$ cat config.mk
export PLATFORM = sky130hd
export DESIGN_NAME = neuron_mac_engine
export DESIGN_NICKNAME = d
export VERILOG_FILES = /design/src/rtl/neuron_pkg.sv /design/src/rtl/neuron_activation.sv /design/src/rtl/neuron_mac_engine.sv
export SDC_FILE = /design/constraint.sdc
export NUM_CORES = 1
export LEC_CHECK = 0
export ABC_AREA = 1
export BUFFER_PORTS_ARGS = -buffer_cell sky130_fd_sc_hd__buf_4
export CAP_MARGIN = 20
export CORE_MARGIN = 2
export CORE_UTILIZATION = 55
export CTS_BUF_LIST = sky130_fd_sc_hd__clkbuf_16
export DETAILED_ROUTE_END_ITERATION = 10
export HOLD_SLACK_MARGIN = 0.06
export PLACE_DENSITY = 0.8
export REMOVE_ABC_BUFFERS = 1
export SKIP_CTS_REPAIR_TIMING = 1
export SYNTH_ARGS = -nofsm -noshare
export SYNTH_HDL_FRONTEND = slang
export SYNTH_SLANG_ARGS = --single-unit
$ cat constraint.sdc
create_clock -name clk -period 4.2 [get_ports clk]
set_input_delay 0.84 -clock clk [delete_from_list [all_inputs] [get_ports clk]]
set_output_delay 0.84 -clock clk [all_outputs]
set_load 0.01 [all_outputs]
$ cat src/rtl/neuron_pkg.sv
`default_nettype none
// +----------------------------------------------------------------------+
// | Module      : neuron_pkg                                             |
// | Description : Shared widths, default memory map and FSM state        |
// |               encoding for the neuron MAC engine.                    |
// | Revision    : 1.0  initial release                                   |
// +----------------------------------------------------------------------+
package neuron_pkg;

  localparam int DATA_W = 8;
  localparam int ADDR_W = 8;
  localparam int ACC_W  = 20;

  // Default neuron memory map.
  localparam int DEF_INPUT_BASE  = 0;
  localparam int DEF_WEIGHT_BASE = 4;
  localparam int DEF_OUTPUT_ADDR = 20;
  localparam int MEM_DEPTH       = 40;

  typedef enum logic [2:0] {
    ST_IDLE   = 3'd0,
    ST_READ_X = 3'd1,
    ST_READ_W = 3'd2,
    ST_ACT    = 3'd3,
    ST_WRITE  = 3'd4,
    ST_DONE   = 3'd5
  } state_e;

endpackage
`default_nettype wire

$ cat src/rtl/neuron_activation.sv
`default_nettype none
// +----------------------------------------------------------------------+
// | Module      : neuron_activation                                      |
// | Description : Combinational shift-and-saturate activation, mapping   |
// |               the 20-bit accumulator onto an 8-bit neuron output.    |
// | Revision    : 1.0  initial release                                   |
// +----------------------------------------------------------------------+
// | Ports                                                                |
// |   acc_i : accumulator value (unsigned)                               |
// |   y_o   : min(acc_i >> SHIFT, 255)                                   |
// +----------------------------------------------------------------------+
module neuron_activation
  import neuron_pkg::*;
#(
  parameter int SHIFT = 0
) (
  input  logic [ACC_W-1:0]  acc_i,
  output logic [DATA_W-1:0] y_o
);

  logic [ACC_W-1:0] w_shifted;

  assign w_shifted = acc_i >> SHIFT;

  // Any bit set above the output width means the value exceeds 255.
  assign y_o = (|w_shifted[ACC_W-1:DATA_W]) ? {DATA_W{1'b1}} : w_shifted[DATA_W-1:0];

endmodule
`default_nettype wire

$ cat src/rtl/neuron_mac_engine.sv
`default_nettype none
// +----------------------------------------------------------------------+
// | Module      : neuron_mac_engine                                      |
// | Description : Sequencer and MAC datapath computing one neuron output |
// |               from the neuron RAM and writing the result back.       |
// | Revision    : 1.0  initial release                                   |
// +----------------------------------------------------------------------+
// | Ports                                                                |
// |   clk, rst        : clock, synchronous active-high reset             |
// |   start_i         : start request, sampled only in IDLE              |
// |   busy_o          : computation in progress (through DONE)           |
// |   done_o          : one-cycle completion pulse                       |
// |   result_o        : last neuron output                               |
// |   oe_o            : RAM read enable                                  |
// |   read_address_o  : RAM read address                                 |
// |   read_data_i     : RAM read data (combinational, same cycle)        |
// |   wre_o           : RAM write enable                                 |
// |   write_address_o : RAM write address (holds after WRITE)            |
// |   write_data_o    : RAM write data (holds after WRITE)               |
// +----------------------------------------------------------------------+
module neuron_mac_engine
  import neuron_pkg::*;
#(
  parameter int N_INPUTS    = 4,
  parameter int INPUT_BASE  = DEF_INPUT_BASE,
  parameter int WEIGHT_BASE = DEF_WEIGHT_BASE,
  parameter int OUTPUT_ADDR = DEF_OUTPUT_ADDR,
  parameter int SHIFT       = 0
) (
  input  logic              clk,
  input  logic              rst,
  input  logic              start_i,
  output logic              busy_o,
  output logic              done_o,
  output logic [DATA_W-1:0] result_o,
  output logic              oe_o,
  output logic [ADDR_W-1:0] read_address_o,
  input  logic [DATA_W-1:0] read_data_i,
  output logic              wre_o,
  output logic [ADDR_W-1:0] write_address_o,
  output logic [DATA_W-1:0] write_data_o
);

  localparam int               IDX_W    = 4;
  localparam logic [IDX_W-1:0] LAST_IDX = IDX_W'(N_INPUTS - 1);

  state_e              state_q, state_d;
  logic [IDX_W-1:0]    idx_q, idx_d;
  logic [DATA_W-1:0]   x_q, x_d;
  logic [ACC_W-1:0]    acc_q, acc_d;
  logic [DATA_W-1:0]   result_q, result_d;
  logic [DATA_W-1:0]   wdata_q, wdata_d;
  logic [ADDR_W-1:0]   waddr_q, waddr_d;
  logic [2*DATA_W-1:0] w_product;
  logic [DATA_W-1:0]   w_act_y;

  // Operands widened so the full 16-bit product is kept.
  assign w_product = {{DATA_W{1'b0}}, x_q} * {{DATA_W{1'b0}}, read_data_i};

  neuron_activation #(
    .SHIFT (SHIFT)
  ) u_activation (
    .acc_i (acc_q),
    .y_o   (w_act_y)
  );

  // State register.
  always_ff @(posedge clk) begin
    if (rst) begin
      state_q <= ST_IDLE;
    end else begin
      state_q <= state_d;
    end
  end

  // Datapath registers.
  always_ff @(posedge clk) begin
    if (rst) begin
      idx_q    <= '0;
      x_q      <= '0;
      acc_q    <= '0;
      result_q <= '0;
      wdata_q  <= '0;
      waddr_q  <= '0;
    end else begin
      idx_q    <= idx_d;
      x_q      <= x_d;
      acc_q    <= acc_d;
      result_q <= result_d;
      wdata_q  <= wdata_d;
      waddr_q  <= waddr_d;
    end
  end

  // Next-state and datapath update.
  always_comb begin
    state_d  = state_q;
    idx_d    = idx_q;
    x_d      = x_q;
    acc_d    = acc_q;
    result_d = result_q;
    wdata_d  = wdata_q;
    waddr_d  = waddr_q;
    case (state_q)
      ST_IDLE: begin
        if (start_i) begin
          acc_d   = '0;
          idx_d   = '0;
          state_d = ST_READ_X;
        end
      end
      ST_READ_X: begin
        x_d     = read_data_i;
        state_d = ST_READ_W;
      end
      ST_READ_W: begin
        acc_d = acc_q + {{(ACC_W-2*DATA_W){1'b0}}, w_product};
        if (idx_q == LAST_IDX) begin
          state_d = ST_ACT;
        end else begin
          idx_d   = idx_q + 1'b1;
          state_d = ST_READ_X;
        end
      end
      ST_ACT: begin
        result_d = w_act_y;
        wdata_d  = w_act_y;
        // Loaded here so the address is already stable during WRITE.
        waddr_d  = ADDR_W'(OUTPUT_ADDR);
        state_d  = ST_WRITE;
      end
      ST_WRITE: state_d = ST_DONE;
      ST_DONE:  state_d = ST_IDLE;
      default:  state_d = ST_IDLE;
    endcase
  end

  // Outputs decoded from the registered state only.
  always_comb begin
    oe_o           = 1'b0;
    read_address_o = '0;
    wre_o          = 1'b0;
    done_o         = 1'b0;
    busy_o         = (state_q != ST_IDLE);
    case (state_q)
      ST_READ_X: begin
        oe_o           = 1'b1;
        read_address_o = ADDR_W'(INPUT_BASE) + ADDR_W'(idx_q);
      end
      ST_READ_W: begin
        oe_o           = 1'b1;
        read_address_o = ADDR_W'(WEIGHT_BASE) + ADDR_W'(idx_q);
      end
      ST_WRITE: wre_o  = 1'b1;
      ST_DONE:  done_o = 1'b1;
      default: ;
    endcase
  end

  assign result_o        = result_q;
  assign write_data_o    = wdata_q;
  assign write_address_o = waddr_q;

endmodule
`default_nettype wire

# Word level (Yosys, flattened, before mapping)
# Cells that the tools add are included.
[word_totals] regBits=44 latch_bits=0 mem_bits_rw=0 romBits=0 inputBits=11 word_cells=38 n_memories=0
[op_classes] n_addsub=3 n_mul=1 n_div=0 magnitude_cmp=0 n_eq_ne=8 n_shift=0 muxes=13 bitwise_logic=0 reduce_logical=7
[ops] operator="$pmux 20 s2" n=1
[ops] operator="$add 20x16->20" n=1
[ops] operator="$mux 20" n=1
[ops] operator="$mul 8x8->16" n=1
[ops] operator="$pmux 3 s5" n=1
[ops] operator="$reduce_or 12->1" n=1
[ops] operator="$pmux 5 s2" n=1
[ops] operator="$mux 4" n=2
[ops] operator="$mux 8" n=1
[ops] operator="$pmux 4 s2" n=1
[ops] operator="$eq 3x2->1 const B" n=2
[ops] operator="$eq 3x3->1 const B" n=2
[ops] operator="$add 3x4->5 const A" n=1
[ops] operator="$add 4x1->4 const B" n=1
[ops] operator="$eq 4x2->1 const B" n=1
[ops] operator="$ne 2x2->1 const B" n=2
[ops] operator="$eq 3x1->1 const B" n=1
[ops] operator="$logic_not 3->1" n=1
[ops] operator="$mux 1" n=3
[ops] operator="$mux 3" n=1
[ops] operator="$reduce_and 3->1" n=1
[ops] operator="$reduce_bool 3->1" n=1
[ops] operator="$mux 2" n=1
[ops] operator="$reduce_and 2->1" n=1
[ops] operator="2 further kinds" n=2

# Longest topological paths before layout
# Gate-level depths: netlist (run 1).
[depth] ltp_word=3 mapped_depth=24 depth_no_buf=23

# Hierarchy
# From an unflattened synthesis (run 1), not the netlist that was laid out.
[hier_totals] hier_cells=742 area_unflattened_um2=4994.8
[by_module_without_submodules] module="neuron_mac_engine" instances=1 cells_each=715 area_per_inst_um2=4877.2 seq_area_each_um2=880.8
[by_module_without_submodules] module="neuron_activation" instances=1 cells_each=27 area_per_inst_um2=117.6 seq_area_each_um2=0.0

# Least setup slack after synthesis (run 1)
# OpenSTA, ideal clock, no wires.
[synth_path] path_type="input to register" start="input read_data_i[7]" end="register acc_q[10]" t_arrival_ps=4435 t_required_ps=4068 slack_ps=-368 cell_stages=19 cell_sequence="clkbuf_1 -> nand2_1 -> fa_1 -> fa_1 -> inv_1 -> fa_1 -> inv_1 -> fa_1 -> inv_1 -> ha_1 -> nand2_1 -> nand2_1 -> nand2_1 -> nand2_1 -> inv_1 -> nand2_1 -> or2_2 -> nand3_1 -> a21oi_1"
[synth_between] elab_chain_cells=3
[synth_lines] element="start: declaration" line="neuron_mac_engine.sv:38" text="input logic [DATA_W-1:0] read_data_i,"
[synth_lines] element="$mul 8x8->16" line="neuron_mac_engine.sv:58" text="assign w_product = {{DATA_W{1'b0}}, x_q} * {{DATA_W{1'b0}}, read_data_i};"
[synth_lines] element="$add 20x16->20" line="neuron_mac_engine.sv:117" text="acc_d = acc_q + {{(ACC_W-2*DATA_W){1'b0}}, w_product};"
[synth_lines] element="$pmux 20 s2" line="neuron_mac_engine.sv:104" text="case (state_q)"
[synth_lines] element="end signal: assignment" line="neuron_mac_engine.sv:81" text="acc_q <= '0;"
[synth_lines] element="end signal: assignment" line="neuron_mac_engine.sv:88" text="acc_q <= acc_d;"
[synth_lines] element="end: declaration" line="neuron_mac_engine.sv:50" text="logic [ACC_W-1:0] acc_q, acc_d;"
# Every way passes these cells.
# A chain may end at the register's enable or synchronous reset.

# Worst setup path after layout (run 1)
[layout_path] start="input read_data_i[1]" end="register acc_q[15]"
# Same word-level chain as after synthesis.

==> results of run 1 <==
## flip-flops by register name, summed over array words and instances (netlist names)
signal           flops
idx_q                4
acc_q               20
state_q              3
x_q                  8
write_data_o         8
write_address_o      1
## path summary, 6_finish.rpt
check / depth (start not counted) / end / slack [ns]
worst max-delay path: 18 / acc_q[15] / 0.07
worst max register to register: 17 / acc_q[15] / 0.12
worst min-delay path: 2 / write_address_o[2] / 0.47
worst min register to register: 2 / write_address_o[2] / 0.47
## cells in the mapped netlist (3+ instances only)
cell	count
dfxtp_1	44
nand2_1	202
buf_4	18
clkbuf_1	23
nand3b_1	3
inv_2	5
inv_1	195
a21oi_1	47
nor2_1	29
nand2_2	3
nand3_1	26
fa_1	50
ha_1	44
o21ai_0	24
or2_2	4
## stage by stage
| stage | TNS (ns) | hold slack [ns] | setup WS, ns | instances |
|---|---|---|---|---|
| floorplan | -0.0735 | 0.439 | -0.0735 | 704 |
| CTS | -0.647 | 0.475 | -0.138 | 888 |
| finish | 0 | 0.474 | 0.0652 | 890 |
| global placement | -3.54 | 0.455 | -0.325 | 880 |
| detailed placement | -4.32 | 0.466 | -0.417 | 880 |
| global route | -0.508 | 0.491 | -0.102 | 890 |
## per-layer routing
metal | vias up | wire [µm]
li1 | 2221 | -
met1 | 2207 | 4750
met2 | 180 | 6680
met3 | 54 | 563
met4 | 0 | 668
met5 | - | 0
## report_power, final
part,internal [mW],leakage [nW],switching (mW)
clock network,0.283,0.0840,0.186
logic,0.519,2.90,0.690
registers,0.441,0.357,0.0310
total,1.24,3.34,0.907
## placed cells by master, fill, tap and decap left out, drive strengths merged, types with 2 or more instances in the layout
cell    instances
a21boi          2
a21oi          47
buf            70
clkbuf          5
clkinv          3
conb            9
dfxtp          44
fa             50
ha             44
inv           200
nand2         205
nand3          27
nand3b          3
nand4           2
nor2           33
nor3            2
o21ai          24
or2             4
xor2            2
## cells by family after synthesis
kind of cell / synth area share [%]
AND/OR/NAND/NOR: 23.2
buffers and inverters: 20.1
adder cells (fa/ha/maj): 30.9
AO/OA/AOI/OAI: 7.85
flip-flops: 17.5
XOR/XNOR: 0.349
other: 0.0747
## tightest hold or removal path: cells and delay by family (launching register included)
kind | cells | cell delay, ns
AO/OA/AOI/OAI | 1 | 0.05
flip-flops | 1 | 0.33
buffers and inverters | 1 | 0.05
## area by class of cell
type                    instances  area, µm²
multi-input cells             459       3490
fillers                       662       2810
flip-flops and latches         44        881
inverters                     201        757
repair buffers                 70        556
well taps                     108        135
clock buffers                   5        125
clock inverters                 3       47.5
==> run_results.csv, run 1 <==
group,metric,value,unit
outcome,status,"finished clean",
synth,avgSynthCellArea,6.78,µm²
pwr,vdd_drop_max,0.000200,V
placed_design,place.gp.congestion,0.898,
grt,antenna_found_initial,0,
clocking,root_buffer,"clkbuf_16",
synth,syn-instance-count,741,
sta,maxSlewHeadroom,42.0,%
sta,setup_violations,0,
synth,yosys_warnings,0,
sta,grt_setup_unrepaired,"yes",
grt,grt_use_met1,28.5,%
setup_path,worstSetupStartpointType,"primary input",
sta,tightest_slew,0.867,ns
setup_path,cp-startpoint,"read_data_i[1]",
grt,grt_max_degree,27,
cells_and_area,area_growth,19.4,%
clocking,clockBufferDepth,2,
floorplanning,die_w,99.6,µm
setup_path,cp-end-kind,"flip-flop",
setup_path,cp_slowest_cell,"fa_1",
placed_design,placed_cell_area,0.00544,mm²
setup_path,r2r_start,"x_q[6]",
cells_and_area,stdcell_area,0.00600,mm²
setup_path,crit_fanout,6,
sta,hold_viol,0,
worst_hold_path,hold_path_startpoint,"write_address_o[2]",
synth,synth_area_leaders,"fa_1 20%, dfxtp_1 18%, nand2_1 15%, inv_1 15%, ha_1 11%",
sta,min_period,4.13,ns
sta,post-route-period-util,98.4,%
grt,grt_pass1_vias,4638,
grt,grt_pass1_wl,19700,µm
floorplanning,die-area,0.00991,mm²
drt,drtIter0Drc,295,
clocking,clk_pin_slew,0.07,ns
floorplanning,rows,34,
drt,ant_nets,0,
synth,synth_top_area_cell,"fa_1",
floorplanning,io_pins,47,
drt,totalWireLength,12700,µm
flow_run,max-cap-violations,0,
cells_and_area,drive_gt1_share,23.0,%
clocking,cts.sink_count,44,
setup_path,cpMostUsedCell,"fa_1",
drt,avgViaCountPerCell,5.24,
pwr,power.static_leakage,3.34,nW
setup_path,worst-endpoint-required,4.43,ns
clocking,cts_tree,"yes",
drt,drc,0,
grt,grt.busiest_layer,"met2",
placed_design,dpl.hpwl,8920,µm
drt,vias,4662,
clocking,clkLatencyLatePin,0.29,ns
floorplanning,start_util,57.0,%
clocking,htreeDepth,2,
setup_path,max_stage_delay,0.51,ns
pwr,p_per_area,359,mW/mm²
synth,synthesis.area,0.00502,mm²
worst_hold_path,holdCritPathClass,"flip-flop to flip-flop",
cells_and_area,fin_nets,886,
floorplanning,die_y,99.6,µm
cells_and_area,finish.utilization,68.1,%
drt,first_pass_iters,5,
synth,synthFlopType,"dfxtp_1",
setup_path,path_cells,"buf_6, nand2_1, fa_1, inv_1, fa_1, inv_1, fa_1, fa_1, inv_1, ha_4, nand3_1, nand3_2, buf_4, nand3_1, nand3_1, nand2_1, nand3_2, a21oi_2",
sta,slew_viol_final,0,
synth,ys_seq_area_share,17.5,%
placed_design,portBuffers,37,
synth,synth_top_area_share,19.9,%
synth,synthArstFlopShare,0,%
sta,skew,0.00736,ns
setup_path,critical_path_class,"primary input to flip-flop",
setup_path,cp_top_family,"adder cells",
setup_path,crit_buf_inv,5,
cells_and_area,num_antenna_cells,0,
floorplanning,core-area,0.00881,mm²
synth,synth_edf_count,0,
drt,wire_per_inst,14.2,µm
pwr,finalPower,2.15,mW
synth,synth_cell_type_count,32,
grt,globalRoute.totalOverflow,0,
sta,timing.fmax,0.242,GHz
clocking,cts_buffers,5,
synth,synth_seq_cells,44,
grt,gr-usage-all-layers,24.2,%
grt,gr-usage-met3,2.53,%
setup_path,worstPathArrival,4.36,ns
grt,met2_usage,44.8,%
Power figures use the tool's default switching activity.
==> run 2, diff against run 1 <==
- SYNTH_HIERARCHICAL: default -> 1
==> run_results.csv, run 2 <==
group,metric,value,unit
setup_path,max_stage_delay,0.54,ns
grt,globalRoute.totalOverflow,0,
cells_and_area,area_growth,20.4,%
setup_path,ff2ff_path_depth,18,
cells_and_area,stdcell_area,0.00601,mm²
setup_path,worst-endpoint-required,4.37,ns
synth,yosys-top-cells-count,"201 x inv_1, 178 x nand2_1, 50 x fa_1",
clocking,clk_pin_slew,0.08,ns
grt,grt_max_degree,24,
sta,slew_viol_final,0,
worst_hold_path,holdCritPathClass,"flip-flop to flip-flop",
cells_and_area,fin_nets,894,
pwr,comb_power_share,50.3,%
synth,ys_seq_area_share,17.6,%
setup_path,crit_buf_inv,4,
cells_and_area,layout_commonest_cell,"inv_1",
pwr,power.static_leakage,3.38,nW
synth,avgSynthCellArea,6.73,µm²
drt,wire_per_inst,14.2,µm
synth,synthesis.area,0.00499,mm²
worst_hold_path,whs_endpoint,"acc_q[2]",
pwr,vdd_drop_max,0.000220,V
grt,grt_pass1_wl,20100,µm
placed_design,dpl.hpwl,9220,µm
floorplanning,io_pins,47,
clocking,root_buffer,"clkbuf_16",
outcome,status,"finished clean",
synth,synth_top_area_cell,"fa_1",
sta,setup_violations,0,
setup_path,critical_path_class,"primary input to flip-flop",
synth,synthFlopType,"dfxtp_1",
drt,vias,4613,
cells_and_area,final_cell_mix,"184 x inv_1, 147 x nand2_1, 68 x buf_4, 43 x fa_1, 43 x dfxtp_1",
sta,min_period,4.11,ns
grt,gr-usage-all-layers,24.8,%
pwr,p_sw_share,40.2,%
sta,tightest_slew,0.883,ns
floorplanning,die_y,99.3,µm
cells_and_area,regMostFlops,"acc_q",
pwr,pwr-share-clk,24.9,%
synth,synth_most_common_cell,"inv_1",
clocking,cts.sink_count,44,
drt,drtIter0Drc,305,
floorplanning,die_w,99.3,µm
synth,synthArstFlopShare,0,%
synth,synth_cell_type_count,30,
cells_and_area,finish.utilization,68.6,%
clocking,cts_tree,"yes",
grt,grt_pass1_vias,4396,
synth,synth_edf_count,0,
placed_design,portBuffers,37,
clocking,clkLatencyLatePin,0.29,ns
placed_design,place.gp.congestion,0.858,
sta,skew,0.00870,ns
worst_hold_path,min_path_cells,2,
setup_path,crit_fanout,7,
drt,first_pass_iters,5,
setup_path,cp_top_family,"adder cells",
setup_path,cpMostUsedCell,"nand2_1",
setup_path,worstPathArrival,4.29,ns
setup_path,path_cells,"buf_12, nand2_1, fa_2, inv_1, fa_2, fa_1, inv_1, fa_1, inv_2, ha_4, nand2_2, nor2_2, nand2_1, nand3_2, nand2_1, nand2_1, nand2_1, nand3_1, a21oi_1",
grt,antenna_found_initial,0,
setup_path,rrSetupSlack,0.10,ns
drt,ant_nets,0,
clocking,clockBufferDepth,2,
clocking,htreeDepth,2,
floorplanning,core-area,0.00876,mm²
pwr,internal_power,1.13,mW
synth,yosys_warnings,6,
synth,synth_top_area_share,20.0,%
sta,tns,0,ns
setup_path,rr_endpoint,"acc_q[17]",
sta,setup_slack,0.0854,ns
synth,synth_area_leaders,"fa_1 20%, dfxtp_1 18%, inv_1 15%, nand2_1 13%, ha_1 11%",
floorplanning,rows,34,
clocking,cts_buffers,5,
setup_path,worstSetupStartpointType,"primary input",
sta,timing.fmax,0.243,GHz
cells_and_area,drive_gt1_share,22.2,%
synth,syn-instance-count,742,
cells_and_area,num-fill-cells,695,
setup_path,cp_slowest_cell,"fa_2",
cells_and_area,largest_reg_flops,20,
pwr,p_per_area,316,mW/mm²
placed_design,dp_slack,-0.475,ns
sta,timing.hold.ws,0.491,ns
worst_hold_path,hold_path_startpoint,"acc_q[2]",
pwr,seq_power_share,24.8,%
cells_and_area,num_antenna_cells,0,
floorplanning,start_util,57.0,%
drt,drc,0,
drt,avgViaCountPerCell,5.14,
setup_path,cp-end-kind,"flip-flop",
drt,totalWireLength,12800,µm
sta,post-route-period-util,98.0,%
flow_run,max-cap-violations,0,
pwr,p_switching,0.763,mW
floorplanning,die-area,0.00986,mm²
setup_path,r2r_start,"x_q[6]",
placed_design,placed_cell_area,0.00544,mm²
sta,maxSlewHeadroom,41.0,%
sta,hold_viol,0,
synth,synth_seq_cells,44,
## run 2: changes by cell type after synthesis, sizes merged, moves of 2 or more
cell    before  now
a211oi       0    3
a21oi       47   45
inv        200  205
nand2      205  181
nand3       27   30
nor2        33   50
nor3         2    7
o21ai       24   26
or2          4    2
xor2         2    0
## run 2: worst reg2reg max path: stages (launching register included)
cell	delay, ns
dfxtp_1	0.58
nand2_2	0.12
fa_2	0.57
inv_1	0.05
fa_2	0.46
fa_1	0.50
inv_1	0.05
fa_1	0.52
inv_2	0.05
ha_4	0.31
nand2_2	0.10
nor2_2	0.16
nand2_1	0.10
nand3_2	0.10
nand2_1	0.07
nand2_1	0.06
nand2_1	0.05
nand3_1	0.07
a21oi_1	0.06
## run 2: power by group through the flow
stage | Sequential [mW] | Clock [mW] | Combinational, mW
global route | 0.472 | 0.494 | 1.05
detailed placement | 0.476 | 0 | 0.695
CTS | 0.466 | 0.480 | 0.714
global placement | 0.475 | 0 | 0.676
floorplan | 0.474 | 0 | 0.462
finish | 0.470 | 0.472 | 0.955
## run 2: layer usage
layer	track usage [%]	vias up	wire length, µm
met4	7.27	0	272
li1	-	2239	-
met3	2.32	21	654
met5	0	-	0
met2	44.5	150	6630
met1	31.8	2203	5200
## run 2: kinds of logic (layout without fill, tap and decap cells)
| logic type | Yosys count | in the layout | share of synthesized area (%) |
|---|---|---|---|
| flip-flops | 44 | 44 | 17.6 |
| buffers and inverters | 250 | 290 | 20.3 |
| adder cells (fa/ha/maj) | 94 | 94 | 31.1 |
| AO/OA/AOI/OAI | 78 | 78 | 8.14 |
| other | 1 | 9 | 0.0751 |
| AND/OR/NAND/NOR | 275 | 275 | 22.8 |
## run 2: stage by stage
stage                     power (mW)  instances
after CTS                       1.66        889
after global routing            2.02        898
after detailed placement        1.17        881
final                           1.90        898
after global placement          1.15        881
after floorplan                0.936        705
## run 2: how the worst max path moves through the flow
stage                               from   endpoint  slack [ns]  depth (start not counted)
final                     read_data_i[3]  acc_q[17]        0.09                         19
after floorplan           read_data_i[7]  acc_q[18]       -0.04                         19
after CTS                 read_data_i[7]  acc_q[17]       -0.20                         19
after global routing      read_data_i[3]  acc_q[18]       -0.06                         22
after detailed placement  read_data_i[7]  acc_q[18]       -0.48                         20
after global placement    read_data_i[7]  acc_q[18]       -0.44                         20
## run 2: final cells by class
cell class / count / area, µm² / area share [%]
sequential: 44 / 882 / 14.7
timing repair buffer: 77 / 642 / 10.7
multi-input combinational: 456 / 3410 / 56.7
clock buffer: 5 / 125 / 2.08
inverter: 205 / 772 / 12.8
clock inverter: 3 / 46.3 / 0.770
tap: 108 / 135 / 2.25
==> run 3, diff against run 2 <==
- CORE_MARGIN: 2 -> 10
==> run_results.csv, run 3 (synthesis results as in run 2) <==
group,metric,value,unit
outcome,status,"finished clean",
floorplanning,io_pins,47,
setup_path,crit_fanout,5,
setup_path,cp-end-kind,"flip-flop",
clocking,cts.sink_count,44,
pwr,power.static_leakage,3.32,nW
cells_and_area,stdcell_area,0.00599,mm²
cells_and_area,area_growth,19.9,%
setup_path,worst-endpoint-required,4.37,ns
clocking,cts_tree,"yes",
sta,hold_viol,0,
setup_path,worstSetupStartpointType,"primary input",
sta,setup_slack,0.0556,ns
flow_run,max-cap-violations,0,
cells_and_area,regMostFlops,"acc_q",
floorplanning,die-area,0.0133,mm²
pwr,p_per_area,309,mW/mm²
worst_hold_path,hold_path_startpoint,"acc_q[3]",
setup_path,critical_path_class,"primary input to flip-flop",
pwr,finalPower,1.85,mW
worst_hold_path,holdCritPathClass,"flip-flop to flip-flop",
drt,drc,0,
cells_and_area,drive_gt1_share,23.4,%
placed_design,dpl.hpwl,9450,µm
drt,first_pass_iters,6,
drt,avgViaCountPerCell,5.15,
sta,tns,0,ns
drt,ant_nets,0,
floorplanning,rows,34,
drt,wl_met1,5230,µm
grt,grt_max_degree,24,
worst_hold_path,whs_endpoint,"acc_q[3]",
sta,skew,0.00670,ns
floorplanning,die_w,115,µm
cells_and_area,final_cell_mix,"186 x inv_1, 138 x nand2_1, 66 x buf_4, 46 x fa_1, 43 x dfxtp_1",
floorplanning,start_util,57.0,%
drt,top_layer_used,"met4",
sta,timing.fmax,0.241,GHz
setup_path,rr_endpoint,"acc_q[11]",
cells_and_area,num-fill-cells,692,
floorplanning,core-area,0.00876,mm²
drt,drtIter0Drc,386,
cells_and_area,layout_commonest_cell,"inv_1",
drt,wl_met3,662,µm
clocking,htreeDepth,2,
sta,setup_violations,0,
setup_path,rrSetupSlack,0.13,ns
grt,grt_pass1_vias,4538,
cells_and_area,fin_nets,889,
grt,grt_pass1_wl,20200,µm
setup_path,worstPathArrival,4.31,ns
sta,maxSlewHeadroom,42.1,%
drt,met2_length,6630,µm
drt,vias,4599,
grt,antenna_found_initial,0,
sta,min_period,4.14,ns
clocking,clkLatencyLatePin,0.29,ns
sta,tightest_slew,0.866,ns
grt,globalRoute.totalOverflow,0,
placed_design,place.gp.congestion,0.924,
floorplanning,die_y,115,µm
cells_and_area,instances_no_fill,893,
placed_design,dp_slack,-0.431,ns
clocking,cts_buffers,5,
drt,wire_per_inst,14.4,µm
clocking,root_buffer,"clkbuf_16",
placed_design,dp_cells,880,
setup_path,r2r_start,"x_q[6]",
sta,slew_viol_final,0,
cells_and_area,largest_reg_flops,20,
drt,totalWireLength,12900,µm
placed_design,placed_cell_area,0.00542,mm²
cells_and_area,num_antenna_cells,0,
worst_hold_path,min_path_cells,2,
setup_path,ff2ff_path_depth,18,
grt,gr-usage-all-layers,18.1,%
clocking,clk_pin_slew,0.07,ns
pwr,vdd_drop_max,0.000270,V
sta,post-route-period-util,98.7,%
cells_and_area,finish.utilization,68.3,%
sta,timing.hold.ws,0.491,ns
sta,grt_setup_unrepaired,"yes",
clocking,clockBufferDepth,2,
placed_design,portBuffers,37,
## run 3: final cells by class
type / count / area, µm² / share of cell area, %
multi-input combinational: 456 / 3450 / 57.6
tap: 108 / 135 / 2.26
timing repair buffer: 72 / 576 / 9.61
clock buffer: 5 / 125 / 2.09
clock inverter: 3 / 46.3 / 0.773
sequential: 44 / 882 / 14.7
inverter: 205 / 777 / 13.0
## run 3: where the power goes
part / internal, mW / leakage (nW) / total [mW] / switching (mW)
sequential: 0.439 / 0.358 / 0.470 / 0.0306
clock: 0.283 / 0.0804 / 0.469 / 0.186
combinational: 0.382 / 2.88 / 0.910 / 0.527
## run 3: worst max path at each step
stage | startpoint | to
finish | read_data_i[0] | acc_q[8]
global route | read_data_i[7] | acc_q[18]
CTS | read_data_i[7] | acc_q[19]
detailed placement | read_data_i[7] | acc_q[19]
global placement | read_data_i[7] | acc_q[19]
floorplan | read_data_i[7] | acc_q[18]
## run 3: critical path, stage by stage
cell     delay (ns)
buf_4          0.12
nand2_2        0.07
fa_1           0.52
inv_1          0.06
fa_1           0.51
inv_1          0.05
fa_1           0.48
fa_1           0.51
inv_1          0.07
ha_4           0.26
nand2_2        0.10
inv_1          0.06
nand3_1        0.09
nand2_2        0.11
buf_4          0.15
o21ai_0        0.22
a21oi_1        0.10
## run 3: layer usage
layer | track usage, % | vias up
met1 | 22.4 | 2174
met2 | 32.4 | 166
met3 | 2.55 | 32
met5 | 0 | -
li1 | - | 2227
met4 | 4.21 | 0
